### src/rtl/alu_sequencer.sv
// alu_sequencer: walks the operand-select code (inner loop) and ALU opcode
// (outer loop) through every combination, issues one request per step,
// captures each result over REQ/ACK, holds it for a dwell period or until a
// manual STEP, and keeps a rotate-xor checksum of all captured results.
module alu_sequencer #(
    parameter int unsigned DWELL   = 50_000_000,
    parameter int unsigned TMO     = 16,
    parameter int unsigned LAST_OP = 7
) (
    input  logic        ALU_SEQ_CLK_xi,
    input  logic        ALU_SEQ_RST_xi,
    input  logic        ALU_SEQ_START_xi,
    input  logic        ALU_SEQ_MODE_xi,
    input  logic        ALU_SEQ_STEP_xi,
    output logic [2:0]  ALU_SEQ_SW_xo,
    output logic [2:0]  ALU_SEQ_OP_xo,
    output logic        ALU_SEQ_REQ_xo,
    input  logic        ALU_SEQ_ACK_xi,
    input  logic [31:0] ALU_SEQ_F_xi,
    output logic [31:0] ALU_SEQ_RES_xo,
    output logic [31:0] ALU_SEQ_SUM_xo,
    output logic        ALU_SEQ_BUSY_xo,
    output logic        ALU_SEQ_DONE_xo,
    output logic        ALU_SEQ_ERR_xo
);

    // Dwell counter spans 0..DWELL-1, timeout counter spans 0..TMO-1.
    localparam int unsigned DW_W  = (DWELL > 1) ? $clog2(DWELL) : 1;
    localparam int unsigned TMO_W = (TMO > 1) ? $clog2(TMO) : 1;

    localparam logic [DW_W-1:0]  DW_LAST   = DW_W'(DWELL - 1);
    localparam logic [TMO_W-1:0] TMO_LAST  = TMO_W'(TMO - 1);
    localparam logic [2:0]       OP_LAST   = 3'(LAST_OP);
    localparam logic [2:0]       SW_LAST   = 3'd7;
    localparam logic [31:0]      ERR_VALUE = 32'hDEAD_DEAD;

    typedef enum logic [1:0] {
        S_IDLE  = 2'd0,
        S_ISSUE = 2'd1,
        S_HOLD  = 2'd2,
        S_DONE  = 2'd3
    } state_t;

    state_t            r_state;
    logic [2:0]        r_sw;
    logic [2:0]        r_op;
    logic              r_req;
    logic [31:0]       r_res;
    logic [31:0]       r_sum;
    logic              r_busy;
    logic              r_done;
    logic              r_err;
    logic [DW_W-1:0]   r_dwell;
    logic [TMO_W-1:0]  r_tmo;

    logic              w_ack;
    logic              w_tmo_hit;
    logic              w_advance;
    logic              w_last_step;
    logic [31:0]       w_sum_next;

    // An ACK only counts while a request is outstanding.
    assign w_ack       = r_req & ALU_SEQ_ACK_xi;
    assign w_tmo_hit   = (r_tmo == TMO_LAST);
    assign w_last_step = (r_sw == SW_LAST) && (r_op == OP_LAST);
    assign w_sum_next  = {r_sum[30:0], r_sum[31]} ^ ALU_SEQ_F_xi;

    // MODE is looked at every HOLD cycle, so flipping it mid-hold acts at once.
    assign w_advance = (r_state == S_HOLD) &&
                       (ALU_SEQ_MODE_xi ? ALU_SEQ_STEP_xi : (r_dwell == DW_LAST));

    // Sweep state machine with all outputs registered.
    always_ff @(posedge ALU_SEQ_CLK_xi or posedge ALU_SEQ_RST_xi) begin
        if (ALU_SEQ_RST_xi) begin
            r_state <= S_IDLE;
            r_sw    <= 3'd0;
            r_op    <= 3'd0;
            r_req   <= 1'b0;
            r_res   <= 32'd0;
            r_sum   <= 32'd0;
            r_busy  <= 1'b0;
            r_done  <= 1'b0;
            r_err   <= 1'b0;
            r_dwell <= '0;
            r_tmo   <= '0;
        end else begin
            case (r_state)
                S_IDLE, S_DONE: begin
                    if (ALU_SEQ_START_xi) begin
                        r_sw    <= 3'd0;
                        r_op    <= 3'd0;
                        r_sum   <= 32'd0;
                        r_res   <= 32'd0;
                        r_err   <= 1'b0;
                        r_done  <= 1'b0;
                        r_busy  <= 1'b1;
                        r_req   <= 1'b1;
                        r_tmo   <= '0;
                        r_dwell <= '0;
                        r_state <= S_ISSUE;
                    end
                end

                S_ISSUE: begin
                    if (w_ack) begin
                        // Result captured: drop REQ on this same edge.
                        r_res   <= ALU_SEQ_F_xi;
                        r_sum   <= w_sum_next;
                        r_req   <= 1'b0;
                        r_dwell <= '0;
                        r_state <= S_HOLD;
                    end else if (w_tmo_hit) begin
                        // ALU never answered: abort the sweep, checksum untouched.
                        r_err   <= 1'b1;
                        r_res   <= ERR_VALUE;
                        r_req   <= 1'b0;
                        r_busy  <= 1'b0;
                        r_done  <= 1'b1;
                        r_state <= S_DONE;
                    end else begin
                        r_tmo <= r_tmo + TMO_W'(1);
                    end
                end

                S_HOLD: begin
                    if (w_advance) begin
                        if (w_last_step) begin
                            r_busy  <= 1'b0;
                            r_done  <= 1'b1;
                            r_state <= S_DONE;
                        end else begin
                            // SW is the inner loop; it wraps into the next opcode.
                            if (r_sw == SW_LAST) begin
                                r_sw <= 3'd0;
                                r_op <= r_op + 3'd1;
                            end else begin
                                r_sw <= r_sw + 3'd1;
                            end
                            r_req   <= 1'b1;
                            r_tmo   <= '0;
                            r_state <= S_ISSUE;
                        end
                    end else if (!ALU_SEQ_MODE_xi) begin
                        // Dwell only accumulates while in auto mode.
                        r_dwell <= r_dwell + DW_W'(1);
                    end
                end

                default: begin
                    r_state <= S_IDLE;
                    r_req   <= 1'b0;
                    r_busy  <= 1'b0;
                end
            endcase
        end
    end

    assign ALU_SEQ_SW_xo   = r_sw;
    assign ALU_SEQ_OP_xo   = r_op;
    assign ALU_SEQ_REQ_xo  = r_req;
    assign ALU_SEQ_RES_xo  = r_res;
    assign ALU_SEQ_SUM_xo  = r_sum;
    assign ALU_SEQ_BUSY_xo = r_busy;
    assign ALU_SEQ_DONE_xo = r_done;
    assign ALU_SEQ_ERR_xo  = r_err;

endmodule
### config.mk
export PLATFORM = sky130hd
export DESIGN_NAME = alu_sequencer
export DESIGN_NICKNAME = d
export VERILOG_FILES = /design/src/rtl/alu_sequencer.sv
export SDC_FILE = /design/constraint.sdc
export NUM_CORES = 1
export LEC_CHECK = 0
export BUFFER_PORTS_ARGS = -buffer_cell sky130_fd_sc_hd__buf_2
export CORE_UTILIZATION = 25
export DETAILED_ROUTE_END_ITERATION = 12
export PLACE_DENSITY = 0.43
export SYNTH_ARGS = -nofsm -noshare
export SYNTH_HDL_FRONTEND = slang
export SYNTH_SLANG_ARGS = --single-unit
### constraint.sdc
create_clock -name ALU_SEQ_CLK_xi -period 3.8 [get_ports ALU_SEQ_CLK_xi]
set_input_delay 0.57 -clock ALU_SEQ_CLK_xi [delete_from_list [all_inputs] [get_ports ALU_SEQ_CLK_xi]]
set_output_delay 0.57 -clock ALU_SEQ_CLK_xi [all_outputs]
set_load 0.01 [all_outputs]
==> flow_metrics.tcl, run 1 <==
set metrics [dict create \
    p_leak_uw 0.00297 \
    synth-edff-count 0 \
    die_w_um 147 \
    track_usage_pct 14.0 \
    cts.clk_slew.worst_paths_ps 80 \
    p_sw_share_pct 42.2 \
    grt_antenna_before_repair 0 \
    worst_setup_path_start_kind "flop" \
    hpwl_um 10300 \
    synth_top_family_by_area "simple AND/OR/NAND/NOR gates" \
    die_area_um2 21700 \
    stdcell_count 950 \
    synth_seq_area_share_pct 50.3 \
    synth-xor-area-share_pct 5.48 \
    synthesis.instances 571 \
    grt_start_max_net_pins 56 \
    end_kind "flop" \
    final_cell_mix "120 x nand2_1, 111 x buf_2, 106 x dfrtp_1, 78 x o21ai_0, 32 x xnor2_1" \
    postCtsSetupRepairBufs 0 \
    ant_nets 0 \
    clock_sinks 106 \
    placed_area_um2 6160 \
    dpl.cell_count 934 \
    cap_viol_max_count 0 \
    cts.repair.resized 0 \
    cts_tree "yes" \
    port_buffers 111 \
    fin_skew_ps 8.61 \
    tightest_slew_ps 803 \
    p_per_area_nw_per_um2 709 \
    synth_simple_gate_area_share_pct 21.8 \
    synth_ff_type "dfrtp_1" \
    ios 112 \
    synth.distinct_cells 54 \
    path_class "flop to flop" \
    power_uw 4600 \
    r2r_slack_ps 660 \
    synth_nets 618 \
    final_cell_area_um2 6480 \
    grt_overflow 0 \
    vias 4544 \
    synth_compound_area_share_pct 15.1 \
    clock_latency_ps 350 \
    peakVddDrop_mv 0.335 \
    setup_slack_ps 661 \
    drc 0 \
    cts_buffers 9 \
    antenna_cells 0 \
    synth-seq-cells 106 \
    seq_power_share_pct 36.1 \
    synth.mux.area_fraction_pct 2.18 \
    pwr-share-comb_pct 42.0 \
    drt_pass1_iterations 4 \
    outcome "finished clean" \
    cts_buffer_depth 2 \
    synthAdderAreaFrac_pct 2.13 \
    worstPathArrival_ps 3410 \
    dpl_worst_slack_ps 712 \
    synthArstFlopShare_pct 100 \
    initial_utilization_pct 25.8 \
    wl_um 14700 \
    path_max_fanout 11 \
    hold_buffers 0 \
    layout_commonest_cell "nand2_1" \
    cp.required_ps 4070 \
    cts_root_buffer "clkbuf_16" \
    syn2layout_area_growth_pct 22.9 \
    pwr-share-clk_pct 21.9 \
    htreeDepth 3 \
    relSlewSlack_pct 46.2 \
    hold_viol_final 0 \
    grt_first_pass_wirelength_um 24200 \
    synth_area_leader_cell "dfrtp_1" \
    p_switching_uw 1940 \
    rows 52 \
    rsz0062_at_grt "no" \
    synth.area.top_cells "dfrtp_1 50%, nand2_1 8.5%, o21ai_0 7.4%, xnor2_1 5.3%, nand3_1 2.4%" \
    layout-drive-gt1-share_pct 22.6 \
    drt_iter0_drc 180 \
    slew_viol_final 0 \
    place.gp.congestion 0.823 \
    grt_pass1_vias 4478 \
    setup_tns_ps 0 \
    final.min_clock_period_ps 3140 \
    layout.nets 722 \
    p_int_uw 2660 \
    core_area_um2 20400 \
    synthesis.area_um2 5280 \
    holdCritPathClass "input pin to async pin" \
    synth_top_area_share_pct 50.3 \
    fmax_mhz 319 \
    avgSynthCellArea_um2 9.24 \
    wl_per_cell_um 15.5 \
    finalSetupViolCount 0 \
    min_period_over_period_pct 82.6 \
    die_h_um 147 \
    yosys_warnings 0 \
    avgViaCountPerCell 4.78 \
]
==> cell type report <==
cell class | count | area [um2]
sequential | 106 | 2650
fill | 2174 | 13900
multi-input combinational | 424 | 2470
timing repair buffer | 121 | 643
clock inverter | 7 | 100
clock buffer | 9 | 225
inverter | 13 | 51.3
tap | 270 | 338
==> stage by stage <==
| stage | util [%] | hold WS, ps |
|---|---|---|
| 2_1_floorplan | - | 472 |
| 3_3_place_gp | 30.1 | 444 |
| 3_5_place_dp | 30.1 | 450 |
| 4_1_cts | 31.7 | 360 |
| 5_1_grt | 31.7 | 403 |
| 6_report | 31.7 | 345 |
==> power by group through the flow <==
stage          Clock, uW  Sequential (uW)  Combinational, uW
2_1_floorplan          0             1780               1110
3_3_place_gp           0             1670               1950
3_5_place_dp           0             1680               1970
4_1_cts             1040             1660               1970
5_1_grt             1090             1710               2180
6_report            1010             1660               1930
==> per-layer routing <==
| layer | vias up | GRT usage (%) | part of all wire, % | wire length, um |
|---|---|---|---|---|
| li1 | 2225 | - | - | - |
| met1 | 2199 | 19.6 | 49 | 7260 |
| met2 | 111 | 22.1 | 45 | 6570 |
| met3 | 9 | 2.08 | 4.9 | 723 |
| met4 | 0 | 4.54 | 1.1 | 157 |
| met5 | - | 0 | 0 | 0 |
==> path summary, 6_finish.rpt <==
path                         cells past startpoint                from                 end
setup reg to reg                                 7          r_state[0]         r_dwell[18]
setup / recovery                                 7          r_state[0]         r_dwell[18]
max in group asynchronous                        3      ALU_SEQ_RST_xi         r_dwell[23]
hold reg to reg                                  2  ALU_SEQ_RES_xo[21]  ALU_SEQ_RES_xo[21]
min in group ALU_SEQ_CLK_xi                      2  ALU_SEQ_RES_xo[21]  ALU_SEQ_RES_xo[21]
hold / removal                                   2      ALU_SEQ_RST_xi          r_dwell[2]
==> synthesized netlist by cell type, types with 7 or more instances <==
| cell | n |
|---|---|
| ha_1 | 9 |
| clkbuf_1 | 24 |
| o21ai_0 | 78 |
| inv_1 | 13 |
| nand2_1 | 120 |
| dfrtp_1 | 106 |
| or3_1 | 15 |
| nand3_1 | 25 |
| and3_1 | 7 |
| nor2_1 | 23 |
| or4_1 | 13 |
| nor3_1 | 7 |
| a21oi_1 | 21 |
| xnor2_1 | 32 |
==> critical path, stage by stage (launching register included) <==
cell and delay [ps]:
dfrtp_1 400, inv_1 80, ha_1 420, nor2b_1 300, or4_1 630, or4_1 610, or4_1 440, a21oi_1 180
==> state kept, by name, indices dropped and copies added (netlist names) <==
name and count:
ALU_SEQ_BUSY_xo 1, ALU_SEQ_REQ_xo 1, ALU_SEQ_SW_xo 3, ALU_SEQ_OP_xo 3
ALU_SEQ_SUM_xo 32, ALU_SEQ_ERR_xo 1, ALU_SEQ_RES_xo 32, ALU_SEQ_DONE_xo 1
r_state 2, r_dwell 26, r_tmo 4
==> logic make-up after synthesis <==
family | Yosys count
fa+ha+maj | 9
flops | 106
simple gates | 237
xor+xnor | 33
compound gates | 135
buf+inv | 41
mux | 10
Note: power is estimated with default switching activity, not from simulation.
==> run 2: changes to the inputs <==
clock period = 2.89 ns   (was 3.8 ns; I/O delays follow)
==> flow_metrics.tcl, run 2 (same netlist as run 1, synthesis figures left out) <==
set metrics [dict create \
    outcome "finished clean" \
    drc 0 \
    relSlewSlack_pct 42.8 \
    die_w_um 147 \
    path_max_fanout 6 \
    die_h_um 147 \
    layout-drive-gt1-share_pct 24.5 \
    end_kind "flop" \
    drt_iter0_drc 212 \
    drt_pass1_iterations 7 \
    antenna_cells 0 \
    place.gp.congestion 0.794 \
    grt_first_pass_wirelength_um 25000 \
    pwr-share-comb_pct 43.6 \
    hpwl_um 10800 \
    p_leak_uw 0.00303 \
    fin_skew_ps 8.93 \
    avgViaCountPerCell 4.80 \
    track_usage_pct 14.6 \
    cts.clk_slew.worst_paths_ps 80 \
    cp.buffers_inverters 1 \
    vias 4635 \
    hold_buffers 0 \
    slew_viol_final 0 \
    pwr-share-clk_pct 20.7 \
    worstReg2RegStart "r_state[0]" \
    finalSetupViolCount 0 \
    postCtsSetupRepairBufs 0 \
    die_area_um2 21700 \
    cp_common_cell "or4_1" \
    cap_viol_max_count 0 \
    p_per_area_nw_per_um2 931 \
    whs_ps 242 \
    p_sw_share_pct 43.0 \
    worstPathArrival_ps 3010 \
    path_class "flop to flop" \
    setup_slack_ps 150 \
    setup_tns_ps 0 \
    clock_sinks 106 \
    crit_chain "inv_1 > ha_1 > nor2b_1 > or4_1 > or4_4 > or4_1 > a21oi_1" \
    cp.required_ps 3160 \
    wl_um 15200 \
    port_buffers 111 \
    fillCellCount 2147 \
    clock_latency_ps 360 \
    tightest_slew_ps 856 \
    cts_buffers 9 \
    wl_per_cell_um 15.8 \
    rows 52 \
    critPathLaunch "r_state[0]" \
    syn2layout_area_growth_pct 24.7 \
    min_period_over_period_pct 94.8 \
    slowest_delay_ps 600 \
    initial_utilization_pct 25.8 \
    peakVddDrop_mv 0.448 \
    grt_start_max_net_pins 44 \
    hold_viol_final 0 \
    final_cell_mix "120 x nand2_1, 111 x buf_2, 106 x dfrtp_1, 78 x o21ai_0, 32 x xnor2_1" \
    grt_antenna_before_repair 0 \
    dpl_worst_slack_ps 121 \
    rsz0062_at_grt "no" \
    core_area_um2 20400 \
    cts_buffer_depth 2 \
    worst_setup_path_start_kind "flop" \
    ant_nets 0 \
    seq_power_share_pct 35.8 \
    fmax_mhz 365 \
    p_int_uw 3490 \
    layout.nets 737 \
    htreeDepth 3 \
    ios 112 \
    cp_slowest_cell "or4_1" \
    grt_pass1_vias 4679 \
    crit_family "simple AND/OR/NAND/NOR gates" \
    holdCritPathClass "input pin to async pin" \
    final.min_clock_period_ps 2740 \
    layout_commonest_cell "nand2_1" \
    p_switching_uw 2630 \
    cts_tree "yes" \
    cts_root_buffer "clkbuf_16" \
    grt_overflow 0 \
]
run 2: per-layer routing:
layer / global-route usage, % / up-vias / share of wire [%]
met5: 0 / - / 0
met4: 4.07 / 0 / 1.1
met3: 3.20 / 15 / 4.4
met2: 23.3 / 104 / 46
met1: 19.8 / 2262 / 49
li1: - / 2254 / -
run 2: worst reg2reg max path, stage by stage, from the launching register on:
cell,delay (ps)
dfrtp_1,390
inv_1,70
ha_1,300
nor2b_1,150
or4_1,600
or4_4,550
or4_1,420
a21oi_1,180
run 2: layout make-up:
type                    instances  area (um2)  area share [%]
flip-flops and latches        106        2650            40.3
multi-input cells             424        2480            37.6
repair buffers                136         756            11.5
well taps                     270         338            5.13
clock buffers                   9         225            3.42
clock inverters                 7        78.8            1.20
inverters                      13        52.6           0.799
run 2: path summary, 6_finish.rpt:
path                                   endpoint  depth (start not counted)  slack [ps]
max reg2reg                         r_dwell[20]                          7         150
max in group asynchronous     ALU_SEQ_SUM_xo[8]                          3        1920
max                                 r_dwell[20]                          7         150
min reg2reg                   ALU_SEQ_RES_xo[2]                          2         470
min in group ALU_SEQ_CLK_xi  ALU_SEQ_RES_xo[13]                          3         340
min                           ALU_SEQ_RES_xo[5]                          2         240
run 2: power by group through the flow:
stage / logic, uW / clock network [uW] / registers, uW
6_report: 2670 / 1270 / 2190
3_5_place_dp: 2710 / 0 / 2220
3_3_place_gp: 2680 / 0 / 2200
4_1_cts: 2720 / 1330 / 2190
2_1_floorplan: 1460 / 0 / 2340
5_1_grt: 3000 / 1400 / 2250
run 2: through the flow:
stage	total power, uW	utilization, %	cell area (um2)	cells
after floorplan	3800	-	5280	571
after global placement	4880	30.7	6270	949
after detailed placement	4930	30.7	6270	949
after CTS	6240	32.2	6580	965
after global routing	6650	32.2	6580	965
final	6120	32.2	6580	965
run 2: timing repair:
item,4_1_cts,5_1_grt
gates resized for setup,0,1
setup endpoints to repair,0,2
hold endpoints to repair,0,0
==> run 3: changes to the inputs <==
PLACE_DENSITY = default   (was 0.43)
PLACE_DENSITY_LB_ADDON = 0.05   (was default)
==> flow_metrics.tcl, run 3 (same netlist as run 1, synthesis figures left out) <==
set metrics [dict create \
    syn2layout_area_growth_pct 24.9 \
    die_area_um2 21700 \
    hold_buffers 0 \
    p_per_area_nw_per_um2 947 \
    relSlewSlack_pct 24.5 \
    slew_viol_final 0 \
    port_buffers 111 \
    layout-drive-gt1-share_pct 24.0 \
    cts.clk_slew.worst_paths_ps 80 \
    fin_skew_ps 9.55 \
    peakVddDrop_mv 0.484 \
    antenna_cells 0 \
    clock_sinks 106 \
    hold_viol_final 0 \
    end_kind "flop" \
    initial_utilization_pct 25.8 \
    cts_buffer_depth 2 \
    ant_nets 0 \
    clock_latency_ps 350 \
    cp.required_ps 3180 \
    cts_buffers 9 \
    finalSetupViolCount 0 \
    grt_pass1_vias 4629 \
    ios 112 \
    cts_root_buffer "clkbuf_16" \
    wl_per_cell_um 16.2 \
    drt_pass1_iterations 4 \
    wl_um 15500 \
    grt_first_pass_wirelength_um 25200 \
    outcome "finished clean" \
    fillCellCount 2191 \
    grt_overflow 0 \
    avgViaCountPerCell 4.72 \
    die_w_um 147 \
    fmax_mhz 365 \
    layout.nets 734 \
    holdCritPathClass "input pin to async pin" \
    worst_setup_path_start_kind "flop" \
    final.min_clock_period_ps 2740 \
    htreeDepth 3 \
    path_class "flop to flop" \
    worstPathArrival_ps 3030 \
    rows 52 \
    core_area_um2 20400 \
    p_leak_uw 0.00303 \
    path_max_fanout 6 \
    cts.repair.resized 0 \
    drt_iter0_drc 219 \
    track_usage_pct 14.9 \
    setup_tns_ps 0 \
    final_cell_mix "120 x nand2_1, 111 x buf_2, 106 x dfrtp_1, 78 x o21ai_0, 32 x xnor2_1" \
    min_period_over_period_pct 94.9 \
    drc 0 \
    place.gp.congestion 0.783 \
    grt_start_max_net_pins 62 \
    cts_tree "yes" \
    die_h_um 147 \
    tightest_slew_ps 1130 \
    cap_viol_max_count 0 \
    layout_commonest_cell "nand2_1" \
    postCtsSetupRepairBufs 0 \
    vias 4536 \
    hpwl_um 11200 \
    grt_antenna_before_repair 0 \
    whs_ps 132 \
    rsz0062_at_grt "no" \
]
-- run 3: changes by cell type in the layout (fill, tap and decap cells not counted), sizes merged --
cell / before / now
buf: 136 / 133
bufinv: 0 / 2
inv: 17 / 15
-- run 3: cell type report --
cell class | count | area [um2] | share of cell area [%]
clock inverter | 7 | 109 | 1.65
timing repair buffer | 133 | 733 | 11.1
multi-input combinational | 424 | 2480 | 37.6
inverter | 13 | 52.6 | 0.797
clock buffer | 9 | 225 | 3.42
sequential | 106 | 2650 | 40.2
tap | 270 | 338 | 5.13
-- run 3: worst max-delay path, cell delays in order (launching register included) --
cell     delay [ps]
dfrtp_1         380
inv_1            70
ha_1            300
nor2b_1         140
or4_1           600
or4_1           600
or4_1           440
a21oi_1         150
-- run 3: final timing paths --
| check | startpoint | endpoint | slack, ps | cells past startpoint |
|---|---|---|---|---|
| min in group ALU_SEQ_CLK_xi | ALU_SEQ_F_xi[6] | ALU_SEQ_RES_xo[6] | 340 | 3 |
| setup reg to reg | r_state[0] | r_dwell[20] | 150 | 7 |
| setup / recovery | r_state[0] | r_dwell[20] | 150 | 7 |
| max in group asynchronous | ALU_SEQ_RST_xi | ALU_SEQ_OP_xo[1] | 2030 | 3 |
| hold reg to reg | ALU_SEQ_RES_xo[30] | ALU_SEQ_RES_xo[30] | 460 | 2 |
| hold / removal | ALU_SEQ_RST_xi | ALU_SEQ_RES_xo[5] | 130 | 2 |
-- run 3: report_power, final --
| group | total [uW] | switching, uW | internal, uW |
|---|---|---|---|
| sequential | 2170 | 286 | 1890 |
| clock | 1390 | 614 | 779 |
| combinational | 2680 | 1710 | 972 |
| total | 6240 | 2610 | 3640 |
-- run 3: metal layers --
metal | share of wire, % | GRT usage (%) | routed length, um
met2 | 47 | 24.8 | 7240
met1 | 48 | 19.6 | 7520
met4 | 1.1 | 3.76 | 167
met5 | 0 | 0 | 0
met3 | 4.0 | 3.20 | 621
-- run 3: stage by stage --
stage / util [%] / cell area, um2 / setup WS (ps) / instances / power [uW]
2_1_floorplan: - / 5280 / 179 / 571 / 3800
3_3_place_gp: 30.6 / 6260 / 193 / 946 / 4930
3_5_place_dp: 30.6 / 6260 / 140 / 946 / 4950
4_1_cts: 32.3 / 6590 / 135 / 962 / 6390
5_1_grt: 32.3 / 6590 / 38.3 / 962 / 6750
6_report: 32.3 / 6590 / 148 / 962 / 6240
